<file path="config.mk">
export PLATFORM = sky130hd
export DESIGN_NAME = tx_fifo_wr_ctrl
export DESIGN_NICKNAME = d
export VERILOG_FILES = /design/src/rtl/tx_fifo_wr_ctrl.sv
export SDC_FILE = /design/constraint.sdc
export NUM_CORES = 1
export LEC_CHECK = 0
export ABC_CLOCK_PERIOD_IN_PS = 3650
export CORE_AREA = 3 3 212 214
export DETAILED_ROUTE_END_ITERATION = 12
export DIE_AREA = 0 0 215 217
export GPL_ROUTABILITY_DRIVEN = 1
export PLACE_DENSITY_LB_ADDON = 0.25
export REMOVE_ABC_BUFFERS = 1
export SYNTH_ARGS = -nofsm -noshare
export SYNTH_HDL_FRONTEND = slang
export SYNTH_SLANG_ARGS = --single-unit
</file>
<file path="constraint.sdc">
create_clock -name i_wr_clk -period 3.65 [get_ports i_wr_clk]
set_input_delay 0.73 -clock i_wr_clk [delete_from_list [all_inputs] [get_ports i_wr_clk]]
set_output_delay 0.73 -clock i_wr_clk [all_outputs]
set_load 0.01 [all_outputs]
</file>
<file path="src/rtl/tx_fifo_wr_ctrl.sv">
// Write-side controller that moves a fixed-length burst from the DDR3 read path
// into the TX FIFO through a one-deep skid register, with abort and full back-pressure.
module tx_fifo_wr_ctrl #(
  parameter int DAT_W     = 256,
  parameter int CNT_W     = 10,
  parameter int MAX_WORDS = 510
) (
  input  logic             i_wr_clk,
  input  logic             i_wr_rstn,
  input  logic             i_start,
  input  logic [CNT_W-1:0] i_num_words,
  input  logic             i_abort,
  input  logic             i_src_valid,
  input  logic [DAT_W-1:0] i_src_data,
  output logic             o_src_ready,
  output logic             o_wr_en,
  output logic [DAT_W-1:0] o_wr_data,
  input  logic             i_full,
  input  logic             i_almost_full,
  output logic             o_busy,
  output logic             o_done,
  output logic             o_err,
  output logic [CNT_W-1:0] o_word_cnt
);

  typedef enum logic [1:0] {
    IDLE  = 2'd0,
    RUN   = 2'd1,
    DRAIN = 2'd2,
    DONE  = 2'd3
  } state_t;

  localparam logic [CNT_W-1:0] MAX_LEN = CNT_W'(MAX_WORDS);
  localparam logic [CNT_W-1:0] CNT_ONE = CNT_W'(1);

  state_t           state_q;
  state_t           state_d;
  logic [CNT_W-1:0] len_q;
  logic [CNT_W-1:0] acc_cnt_q;
  logic [CNT_W-1:0] word_cnt_q;
  logic [DAT_W-1:0] data_p1;
  logic             vld_p1;
  logic             err_q;

  logic             len_ok;
  logic             start_ok;
  logic             start_bad;
  logic             hs;
  logic             commit;
  logic             acc_last;

  assign len_ok    = (i_num_words != '0) && (i_num_words <= MAX_LEN);
  assign start_ok  = (state_q == IDLE) && i_start && !i_abort && len_ok;
  assign start_bad = (state_q == IDLE) && i_start && !i_abort && !len_ok;

  // A held word blocks new input only while the FIFO is refusing it.
  assign o_src_ready = (state_q == RUN) && (acc_cnt_q < len_q) && !i_almost_full
                       && (!vld_p1 || !i_full);
  assign hs          = i_src_valid && o_src_ready;
  assign commit      = vld_p1 && !i_full;
  assign acc_last    = hs && ((acc_cnt_q + CNT_ONE) == len_q);

  always_comb begin
    state_d = state_q;
    case (state_q)
      IDLE:    if (start_ok) state_d = RUN;
      RUN:     if (acc_last) state_d = DRAIN;
      DRAIN:   if (!vld_p1 && (word_cnt_q == len_q)) state_d = DONE;
      DONE:    state_d = IDLE;
      default: state_d = IDLE;
    endcase
    if (i_abort) state_d = IDLE;
  end

  always_ff @(posedge i_wr_clk or negedge i_wr_rstn) begin
    if (!i_wr_rstn) begin
      state_q <= IDLE;
    end else begin
      state_q <= state_d;
    end
  end

  always_ff @(posedge i_wr_clk or negedge i_wr_rstn) begin
    if (!i_wr_rstn) begin
      len_q      <= '0;
      acc_cnt_q  <= '0;
      word_cnt_q <= '0;
    end else if (start_ok) begin
      len_q      <= i_num_words;
      acc_cnt_q  <= '0;
      word_cnt_q <= '0;
    end else if (!i_abort) begin
      if (hs)     acc_cnt_q  <= acc_cnt_q + CNT_ONE;
      if (commit) word_cnt_q <= word_cnt_q + CNT_ONE;
    end
  end

  // Stage p1: accepted word presented to the FIFO until it commits.
  always_ff @(posedge i_wr_clk or negedge i_wr_rstn) begin
    if (!i_wr_rstn) begin
      vld_p1  <= 1'b0;
      data_p1 <= '0;
    end else if (i_abort) begin
      vld_p1  <= 1'b0;
    end else if (hs) begin
      vld_p1  <= 1'b1;
      data_p1 <= i_src_data;
    end else if (commit) begin
      vld_p1  <= 1'b0;
    end
  end

  always_ff @(posedge i_wr_clk or negedge i_wr_rstn) begin
    if (!i_wr_rstn) begin
      err_q <= 1'b0;
    end else begin
      err_q <= start_bad;
    end
  end

  assign o_wr_en    = vld_p1;
  assign o_wr_data  = data_p1;
  assign o_busy     = (state_q != IDLE);
  assign o_done     = (state_q == DONE);
  assign o_err      = err_q;
  assign o_word_cnt = word_cnt_q;

endmodule

</file>
==> impl_metrics.env, run 1 <==
export IMPL_syn_area_um2=11900
export IMPL_synth_edf_count=0
export IMPL_worstSetupStartpoint="len_q[9]"
export IMPL_synth_seq_cells=290
export IMPL_antenna_found_initial=3
export IMPL_die_area_um2=46660
export IMPL_min_period_ns=3.436
export IMPL_rsz0062_at_grt="no"
export IMPL_ant_nets=0
export IMPL_start_util_pct=27.63
export IMPL_final_net_count=2182
export IMPL_hold_viol_final=0
export IMPL_reg2reg_to="o_wr_data[121]"
export IMPL_synthCells=1344
export IMPL_period_share_pct=94.14
export IMPL_clk_latency_ns=0.53
export IMPL_dr_pass1_iters=4
export IMPL_status="completed"
export IMPL_rows=76
export IMPL_track_usage_pct=17.50
export IMPL_die_y_um=217
export IMPL_holdBufCountCts=0
export IMPL_ios=544
export IMPL_core_region_area_um2=43080
export IMPL_cts_root_buf="clkbuf_16"
export IMPL_postCtsSetupBuffers=0
export IMPL_drc=0
export IMPL_port_buffers=543
export IMPL_die_w_um=215
export IMPL_start_kind="flip-flop"
export IMPL_grt_start_max_net_pins=126
export IMPL_power_density_nw_per_um2=784.2
export IMPL_area_growth_pct=62.03
export IMPL_maxCapViolations=0
export IMPL_r2r_slack_ns=0.84
export IMPL_cp_max_fo=3
export IMPL_vias=10800
export IMPL_clk_path_buf_depth=3
export IMPL_finClkSkew_ns=0.01677
export IMPL_hold_class="in2async"
export IMPL_critPathKind="reg2out"
export IMPL_fin_util_pct=44.77
export IMPL_initialDrtViolationCount=580
export IMPL_post_cts_resized=0
export IMPL_layout_cells_most_common="nand2_1"
export IMPL_worstMarginPinSlew_ns=0.8104
export IMPL_r2r_worst_path_cells=12
export IMPL_numCtsBuffers=35
export IMPL_max_freq_ghz=0.2910
export IMPL_synthFlopType="dfrtp_1"
export IMPL_r2r_start="len_q[4]"
export IMPL_synthArstFlopShare_pct=100.0
export IMPL_postSynthAreaPerCell_um2=8.856
export IMPL_mostFrequentLayoutCells="nand2_1 (794), clkdlybuf4s50_1 (542), dfrtp_1 (290)"
export IMPL_detail_route_wl_per_cell_um=16.76
export IMPL_via_per_inst=4.318
export IMPL_grt_pass1_wl_um=64140
export IMPL_cp_data_required_time_ns=2.92
export IMPL_yosysSeqAreaShare_pct=60.97
export IMPL_clk_pin_slew_ns=0.05
export IMPL_grt_pass1_vias=10950
export IMPL_place_congestion=0.8220
export IMPL_cts_sinks=290
export IMPL_fin_cells=2502
export IMPL_ys_types=46
export IMPL_finalWirelength_um=41940
export IMPL_dpl_cell_count=2440
export IMPL_dp_hpwl_um=31240
export IMPL_slew_limit_headroom_pct=45.97
export IMPL_h_tree_depth=2
export IMPL_tritoncts="built"
export IMPL_ir_drop_uv=445.8
export IMPL_p_leak_nw=9.227
export IMPL_yosysWarnings=0
export IMPL_grt_overflow_total=0
export IMPL_crit_arrival_ns=2.71
export IMPL_setup_viol=0
export IMPL_drv_slew=0
export IMPL_drive_gt1_share_pct=4.854
export IMPL_endpoint_kind="output pin"
routing by layer:
metal	routed length (um)	global-route usage, %
met5	23	0
met4	1435	6.477
met3	3463	6.088
met2	20570	29.87
met1	16450	20.44
registers in the layout, indices dropped and copies added, names as in the netlist:
register    cells
o_err           1
len_q          10
o_wr_en         1
state_q         2
o_wr_data     256
acc_cnt_q      10
o_word_cnt     10
worst max-delay path, cell delays in order, from the launching register on:
cell	delay [ns]
dfrtp_1	0.41
inv_1	0.08
ha_1	0.33
a22oi_1	0.20
nand3_1	0.15
nor4_2	0.32
or2_2	0.16
clkdlybuf4s50_1	0.54
stage by stage:
stage	setup slack (ns)	power, mW	area, um^2	TNS (ns)	hold WS [ns]
after global routing	0.07414	16.15	19290	0	0.2872
after floorplan	-7.559	7.931	11620	-1773.72	0.4344
after CTS	0.1820	15.39	19280	0	0.2566
after detailed placement	0.3755	11.99	18210	0	0.4542
final	0.2137	15.12	19290	0	0.2585
after global placement	0.3958	11.88	18210	0	0.4478
cell usage after synthesis, types with 4 or more instances:
cell	count	area share, %
nand4_1	5	0.26
ha_1	17	1.8
xor2_1	16	1.2
nor2_1	20	0.63
nand3_1	10	0.42
dfrtp_1	290	61
or3_1	6	0.32
a21oi_1	12	0.50
clkbuf_1	41	1.3
nor4_1	4	0.21
buf_2	25	1.1
inv_1	17	0.54
a2111oi_0	4	0.29
nor3_1	4	0.17
o31ai_1	4	0.25
xnor2_1	16	1.2
o21ai_0	14	0.59
nand2_1	794	25
cell families (layout without fill, tap and decap cells):
| family | after synthesis | after routing | synth area share, % |
|---|---|---|---|
| AO/OA/AOI/OAI | 52 | 52 | 2.891 |
| flip-flops | 290 | 290 | 60.97 |
| AND/OR/NAND/NOR | 866 | 866 | 28.72 |
| other | 0 | 1 | 0 |
| adder cells (fa/ha/maj) | 17 | 17 | 1.787 |
| buffers and inverters | 84 | 656 | 2.912 |
| XOR/XNOR | 33 | 33 | 2.554 |
| multiplexers | 2 | 2 | 0.1682 |
worst max-delay path by stage:
stage,endpoint,slack (ns),depth (start not counted)
2_1_floorplan,acc_cnt_q[3],-7.56,7
3_3_place_gp,o_src_ready,0.40,6
3_5_place_dp,o_src_ready,0.38,6
4_1_cts,o_src_ready,0.18,7
5_1_grt,o_src_ready,0.07,7
6_report,o_src_ready,0.21,7
final cells by class:
cell class | instances | area, um^2
multi-input combinational | 970 | 4312
inverter | 18 | 67.56
clock inverter | 8 | 55.05
tap | 585 | 732.0
fill | 4270 | 23790
antenna | 1 | 2.502
sequential | 290 | 7257
clock buffer | 53 | 1015
timing repair buffer | 577 | 5846
where the power goes:
group / leakage (nW) / switching [mW] / internal (mW) / total, mW
Sequential: 3.69 / 0.890 / 4.71 / 5.60
Combinational: 5.01 / 2.87 / 3.38 / 6.24
Clock: 0.529 / 1.35 / 1.92 / 3.28
No activity file was read; power rests on OpenSTA's default activity.
==> inputs of run 2 (changes only) <==
--- a/config.mk
+++ b/config.mk
@@ -15,3 +15,4 @@
 export SYNTH_ARGS = -nofsm -noshare
 export SYNTH_HDL_FRONTEND = slang
 export SYNTH_SLANG_ARGS = --single-unit
+export TNS_END_PERCENT = 30
==> results of run 2 <==
No change in the layout: final DEF, timing and power equal those of run 1.
